## config.mk

```make
export PLATFORM = sky130hd
export DESIGN_NAME = lpdecim
export DESIGN_NICKNAME = d
export VERILOG_FILES = /design/src/rtl/lpdecim.sv
export SDC_FILE = /design/constraint.sdc
export NUM_CORES = 1
export LEC_CHECK = 0
export CELL_PAD_IN_SITES_DETAIL_PLACEMENT = 1
export CELL_PAD_IN_SITES_GLOBAL_PLACEMENT = 2
export CORE_MARGIN = 2
export CORE_UTILIZATION = 35
export CTS_CLUSTER_DIAMETER = 50
export DETAILED_ROUTE_END_ITERATION = 6
export MAX_ROUTING_LAYER = met4
export PLACE_DENSITY = 0.81
export SETUP_SLACK_MARGIN = 0.1
export SYNTH_ARGS = -nofsm -noshare
export SYNTH_HDL_FRONTEND = slang
export SYNTH_SLANG_ARGS = --single-unit
```

## constraint.sdc

```tcl
create_clock -name clk -period 2.39 [get_ports clk]
set_input_delay 0.239 -clock clk [delete_from_list [all_inputs] [get_ports clk]]
set_output_delay 0.239 -clock clk [all_outputs]
set_load 0.02 [all_outputs]
```

## src/rtl/lpdecim.sv

```systemverilog
// lpdecim: rescales 32-bit FIR accumulator samples to saturated Q15, keeps 1 of C_DECIM,
// and buffers kept samples in a small FIFO. Optional saturation counter: LPDECIM_SAT_CNT_EN.
module lpdecim #(
  parameter int C_SHIFT = 15,
  parameter int C_DECIM = 4,
  parameter int C_DEPTH = 4
) (
  input  logic        clk,
  input  logic        rst,
  input  logic        c_prdy,
  output logic        c_crdy,
  output logic        c_cerr,
  input  logic [31:0] c_data,
  output logic        p_prdy,
  input  logic        p_crdy,
  input  logic        p_cerr,
  output logic [31:0] p_data,
  input  logic        rc_reqn,
`ifdef LPDECIM_SAT_CNT_EN
  output logic [15:0] sat_cnt,
`endif
  output logic        rc_ackn
);

  localparam int AW = $clog2(C_DEPTH);
  localparam int DW = (C_DECIM > 1) ? $clog2(C_DECIM) : 1;
  localparam logic [DW-1:0] DMAX = DW'(C_DECIM - 1);

  localparam logic [1:0] ST_RUN   = 2'd0;
  localparam logic [1:0] ST_DRAIN = 2'd1;
  localparam logic [1:0] ST_ACK   = 2'd2;

  localparam logic signed [32:0] RND  = 33'sd1 <<< (C_SHIFT - 1);
  localparam logic signed [32:0] QMAX = 33'sd32767;
  localparam logic signed [32:0] QMIN = -33'sd32768;

  // Handshakes: a transfer happens on a rising edge where the producer's valid
  // (c_prdy / p_prdy) and the consumer's ready (c_crdy / p_crdy) are both high;
  // p_cerr acts like p_crdy but the popped sample is discarded.

  logic [1:0]    state_q, state_d;
  logic [DW-1:0] dcnt_q, dcnt_d;
  logic [AW:0]   wr_q, rd_q;
  logic          rc_ackn_q;
  logic [15:0]   mem [C_DEPTH];

  logic                 empty, full, accept, keep, push, pop, sat;
  logic signed [32:0]   sum_s, shr_s;
  logic [15:0]          q15, head;

  // 33-bit sum so the rounding constant can never overflow the input range.
  assign sum_s = $signed({c_data[31], c_data}) + RND;
  assign shr_s = sum_s >>> C_SHIFT;
  assign sat   = (shr_s > QMAX) || (shr_s < QMIN);
  assign q15   = (shr_s > QMAX) ? 16'h7FFF :
                 (shr_s < QMIN) ? 16'h8000 : shr_s[15:0];

  assign empty  = (wr_q == rd_q);
  assign full   = (wr_q[AW] != rd_q[AW]) && (wr_q[AW-1:0] == rd_q[AW-1:0]);
  assign keep   = (dcnt_q == '0);
  // Discarded samples are still taken while full, so upstream never stalls on them.
  assign c_crdy = ~rst & (state_q == ST_RUN) & (~full | ~keep);
  assign c_cerr = (state_q != ST_RUN);
  assign accept = c_prdy & c_crdy;
  assign push   = accept & keep;
  assign p_prdy = ~empty;
  assign pop    = p_prdy & (p_crdy | p_cerr);
  assign head   = mem[rd_q[AW-1:0]];
  assign p_data = empty ? 32'h0 : {{16{head[15]}}, head};
  assign rc_ackn = rc_ackn_q;

  always_comb begin
    state_d = state_q;
    dcnt_d  = dcnt_q;
    if (accept) dcnt_d = (dcnt_q == DMAX) ? '0 : dcnt_q + DW'(1);
    case (state_q)
      ST_RUN:   if (!rc_reqn) state_d = ST_DRAIN;
      ST_DRAIN: begin
        if (rc_reqn)    state_d = ST_RUN;
        else if (empty) state_d = ST_ACK;
      end
      ST_ACK: begin
        if (rc_reqn) begin
          state_d = ST_RUN;
          dcnt_d  = '0;
        end
      end
      default:  state_d = ST_RUN;
    endcase
  end

  always_ff @(posedge clk or posedge rst) begin
    if (rst) begin
      state_q   <= ST_RUN;
      dcnt_q    <= '0;
      wr_q      <= '0;
      rd_q      <= '0;
      rc_ackn_q <= 1'b1;
    end else begin
      state_q   <= state_d;
      dcnt_q    <= dcnt_d;
      rc_ackn_q <= (state_d != ST_ACK);
      if (push) wr_q <= wr_q + (AW+1)'(1);
      if (pop)  rd_q <= rd_q + (AW+1)'(1);
    end
  end

  always_ff @(posedge clk) begin
    if (push) mem[wr_q[AW-1:0]] <= q15;
  end

`ifdef LPDECIM_SAT_CNT_EN
  logic [15:0] sat_cnt_q;
  assign sat_cnt = sat_cnt_q;

  always_ff @(posedge clk or posedge rst) begin
    if (rst) begin
      sat_cnt_q <= '0;
    end else if ((state_q == ST_ACK) && rc_reqn) begin
      sat_cnt_q <= '0;
    end else if (push && sat && (sat_cnt_q != 16'hFFFF)) begin
      sat_cnt_q <= sat_cnt_q + 16'd1;
    end
  end
`endif

endmodule

```

# Word level (Yosys, flattened, before mapping)
# Memories as Yosys holds them, arrays and structs flattened.
# Cells that the tools add are included.
[op_classes] n_eq_ne=7 n_addsub=4 magnitude_cmp=2 n_reduce_logical=4 bitwise=11 muxes=14
[ops] operator="32-bit by 16-bit adder with 33-bit output (second input constant)" count=1
[ops] operator="16-bit two-way mux" count=2
[ops] operator="32-bit two-way mux" count=1
[ops] operator="18-bit by 16-bit greater-than comparator with 1-bit output (second input constant)" count=1
[ops] operator="18-bit by 16-bit < comparator with 1-bit output (second input constant)" count=1
[ops] operator="2-bit two-way mux" count=8
[ops] operator="3-bit by 1-bit adder with 3-bit output (second input constant)" count=2
[ops] operator="2-bit one-hot mux with 3 select lines" count=1
[ops] operator="1-bit AND" count=5
[ops] operator="2-bit equality test (second input constant)" count=2
[ops] operator="2-bit logical NOT" count=2
[ops] operator="1-bit inverter" count=4
[ops] operator="3-bit equality test" count=1
[ops] operator="2-bit by 1-bit adder with 2-bit output (second input constant)" count=1
[ops] operator="2-bit by 1-bit equality test with 1-bit output (second input constant)" count=1
[ops] operator="2-bit equality test" count=1
[ops] operator="1-bit two-way mux" count=2
[ops] operator="2-bit inequality test (second input constant)" count=1
[ops] operator="1-bit bitwise OR" count=2
[ops] operator="2-bit nonzero test" count=1
[ops] operator="1-bit logical AND" count=1
[ops] operator="1-bit inequality test" count=1
[word_totals] out_inout_bits=36 in_bits=38 mem_bits_rw=64 reg_bits=11 elab_cells=48 memories=1
[mem_list] memory="mem" words=4 word_bits=16 read_ports=1 rd_ports_with_merged_regs=0 write_ports=1 line_no="45" rtl="logic [15:0] mem [C_DEPTH];"

# Logic depth before layout (Yosys ltp)
[logic_depth] depth_word=9 mapped_depth=7 ltp_nobuf=6

# Worst setup path after synthesis
# OpenSTA, ideal clock, no wires.
[synth_timing] path_kind="reg-to-output" from="reg rd_q[0]" to="out p_data[16]" t_arrival_ps=2100 path_stages_with_launch=7 required_ps=2151 n_path_buf=3 setup_slack_ps=51 cell_sequence="dfrtp_1 > buf_6 > xor2_1 > nor3b_1 > clkbuf_1 > nor2b_1 > buf_4"
[synth_via] elab_chain_len=2 elab_cells_between_ends=3 cone_classes="1 x eq/ne; 1 x mux; 1 x memory"
[synth_rtl] item="start: declaration" line_no="43" rtl="logic [AW:0] wr_q, rd_q;"
[synth_rtl] item="start signal: assignment" line_no="104" rtl="if (pop) rd_q <= rd_q + (AW+1)'(1);"
[synth_rtl] item="memory read 4 x 16 bit or 3-bit equality test (tied branches)"
[synth_rtl] item="32-bit two-way mux *" line_no="69" rtl="assign p_data = empty ? 32'h0 : {{16{head[15]}}, head};"
[synth_rtl] item="end: declaration" line_no="17" rtl="output logic [31:0] p_data,"
# Mark *: on every way between the ends. The rest lies on a longest branch, timed or not.

# Worst setup path after layout
[layout_timing] from="reg rd_q[0]" to="out p_data[15]"
# Same word-level chain as after synthesis.

==> flow_summary.ini <==
[clock_tree]
clock-sinks = 75
cts_tree = done
clk_pin_slew_ns = 0.08
htreeDepth = 3
cts_root_buffer = clkbuf_8
cts_made_buffers = 9
clk_latency_ns = 0.35
cts_max_path_buffers = 2

[grt]
grt_pass1_wl_um = 12900
grt_pass1_vias = 2608
gr-usage-all-layers_pct = 15.1
grt_start_max_net_pins = 18
grt-ovfl-total = 0
antenna_found_initial = 0

[setup_path]
required_ns = 2.15
crit_type = flop to primary output
end_kind = primary output
crit_fanout = 17
crit_arrival_ns = 1.99
cp_cell_sequence = buf_4 -> mux4_2 -> nor2b_2 -> buf_12 -> clkdlybuf4s15_2
critPathSlowestCell = mux4_2
start_kind = flop
path_delay_family = buffers and inverters
critPathMaxStageDelay_ns = 0.48
critPathBufInv = 3

[routing]
antenna_left = 0
vias_per_cell = 4.83
first_pass_iters = 4
drc_errors = 0
num_vias = 2438
avgRoutedWirePerCell_um = 15.8
drt_iter0_drc = 86
wl_um = 7960

[power_and_ir_drop]
total_power_uw = 5430
power_density_nw_per_um2 = 1120
ir_drop_mv = 0.650
leakage_uw = 0.00184

[timing]
worstMarginPinSlew_ns = 0.466
post-route-period-util_pct = 93.1
setup-violations-final = 0
holdWs_ns = 0.207
finalSetupTns_ns = 0
skew_ns = 0.00972
grt_setup_unrepaired = yes
relSlewSlack_pct = 69.0
fin_crit_ns = 2.22
finalMaxSlewViolations = 0
fmax_mhz = 450
hold_viol = 0

[logic_synthesis]
synth_area_leaders = edfxtp_1 (51%), mux4_2 (9.6%), dfrtp_1 (6.7%), buf_4 (3.2%), xnor2_1 (2.8%)
yosys_warnings = 0
synth_area_per_cell_um2 = 13.9
synth_cell_type_count = 45
ys_seq_elements = 75
synth_fp_nets = 316
synth_area_um2 = 3750
synth_edf_count = 64
synth_top_area_share_pct = 51.3
ys.flop_type = edfxtp_1
synthCells = 270
synthArstFlopShare_pct = 14.7
yosys.area.top_type = edfxtp_1
ys_seq_area_share_pct = 58.6

[finish]
fin_util_pct = 46.8
final_layout_size_suffix_gt1_share_pct = 35.0
area_delta_synth_final_pct = 29.4
fill_cells = 1111
fin_nets = 410
stdcell_count = 505
n_antenna_cell = 0

[floorplanning]
row_count = 37
die-area_um2 = 11600
die_w_um = 108
initial_core_util_pct = 36.2
ios = 74
core_region_area_um2 = 10400
fp.dieH_um = 108

[placed_design]
port_buffers = 59
dp_cells = 484
gp_congestion = 0.812
place_hpwl_um = 5980

[status]
outcome = complete, no violations

[min_path]
hold_path_class = input port to asynchronous set/reset pin

[flow_run]
cap_violations = 0
-- repair_timing --
item                       in CTS  in global routing
cloned                          0                  0
hold buffers                    0                  0
pin swaps                       1                  0
resized for setup              70                 46
setup endpoints to repair      38                 49
buffers inserted                5                  0
-- placed cells by master, fill, tap and decap left out, types with 4 or more instances in the layout --
cell / instances
inv_6: 5
buf_2: 12
mux4_2: 16
xor2_1: 5
nand3_1: 6
a21oi_1: 12
o21ai_1: 5
nor2b_1: 15
inv_1: 14
clkdlybuf4s15_2: 4
a211oi_1: 4
nand2_1: 11
dfrtp_1: 8
clkbuf_8: 9
edfxtp_1: 64
clkbuf_2: 14
clkdlybuf4s50_1: 26
nor2_1: 13
buf_4: 46
xnor2_1: 11
and2_1: 5
ha_1: 8
-- cell usage after synthesis, types with 2 or more instances --
library cell / number
a211oi_1: 4
a21boi_0: 2
a21o_1: 3
a21oi_1: 12
and2_1: 5
and3_1: 2
and4_1: 2
buf_2: 3
buf_4: 16
buf_6: 2
clkbuf_1: 5
dfrtp_1: 10
edfxtp_1: 64
ha_1: 8
inv_1: 14
mux2i_1: 2
mux4_2: 16
nand2_1: 11
nand3_1: 6
nor2_1: 13
nor2b_1: 16
nor3_1: 3
nor3_4: 2
nor3b_1: 2
o21ai_0: 5
o21ai_1: 2
o21bai_1: 2
o22ai_1: 3
or2_2: 2
xnor2_1: 12
xor2_1: 7
-- worst paths after layout --
path / cells past startpoint / slack, ns / from / endpoint
max: 5 / 0.17 / rd_q[0] / p_data[15]
min: 2 / 0.21 / rst / dcnt_q[0]
max reg2reg: 6 / 0.45 / rd_q[0] / mem[2][12]
min reg2reg: 1 / 0.53 / wr_q[2] / wr_q[2]
max in group asynchronous: 2 / 1.87 / rst / rc_ackn
min in group clk: 2 / 0.51 / rc_reqn / state_q[0]
-- layout make-up --
cell class	instances	area, um2	share of cell area (%)
sequential	75	2200	45.4
multi-input combinational	155	1360	28.0
timing repair buffer	109	883	18.2
tap	136	170	3.51
clock buffer	9	124	2.55
clock inverter	7	63.8	1.32
inverter	14	52.6	1.08
-- state kept, by name, summed over array words and instances, names as in the netlist --
register  cells
mem          64
rd_q          3
wr_q          3
dcnt_q        2
state_q       2
rc_ackn       1
-- report_power, final --
part	switching [uW]	internal, uW
Sequential	121	1570
Combinational	1540	1270
Clock	518	404
-- logic make-up (layout without fill, tap and decap cells) --
family / after synthesis / in the layout / synth area share [%]
AOI/OAI and AO/OA: 39 / 39 / 6.94
buffers and inverters: 40 / 139 / 6.11
xor gates and xnor gates: 19 / 19 / 4.44
and+or+nand+nor: 70 / 70 / 10.8
adders and majority gates: 8 / 8 / 2.67
DFF: 75 / 75 / 58.6
muxes: 19 / 19 / 10.4
-- per-stage QoR --
step / setup WS, ns / instance area, um2
5_1_grt: 0.0692 / 4850
6_report: 0.166 / 4850
3_3_place_gp: -0.129 / 4720
4_1_cts: 0.0592 / 4960
3_5_place_dp: -0.283 / 4720
2_1_floorplan: 0.216 / 3750
-- layer usage --
| layer | up-vias | GRT usage (%) | part of all wire [%] |
|---|---|---|---|
| met3 | 10 | 2.97 | 3.7 |
| met5 | - | - | 0 |
| met1 | 1198 | 17.4 | 44 |
| li1 | 1173 | - | - |
| met2 | 57 | 26.3 | 51 |
| met4 | 0 | 5.22 | 1.7 |
-- worst register-to-register path: stages, from the launching register on --
cell	delay [ns]
dfrtp_2	0.47
xor2_2	0.24
nor3_2	0.10
nor3b_1	0.20
buf_4	0.18
and2_1	0.24
buf_4	0.23
Power figures use the tool's default switching activity.
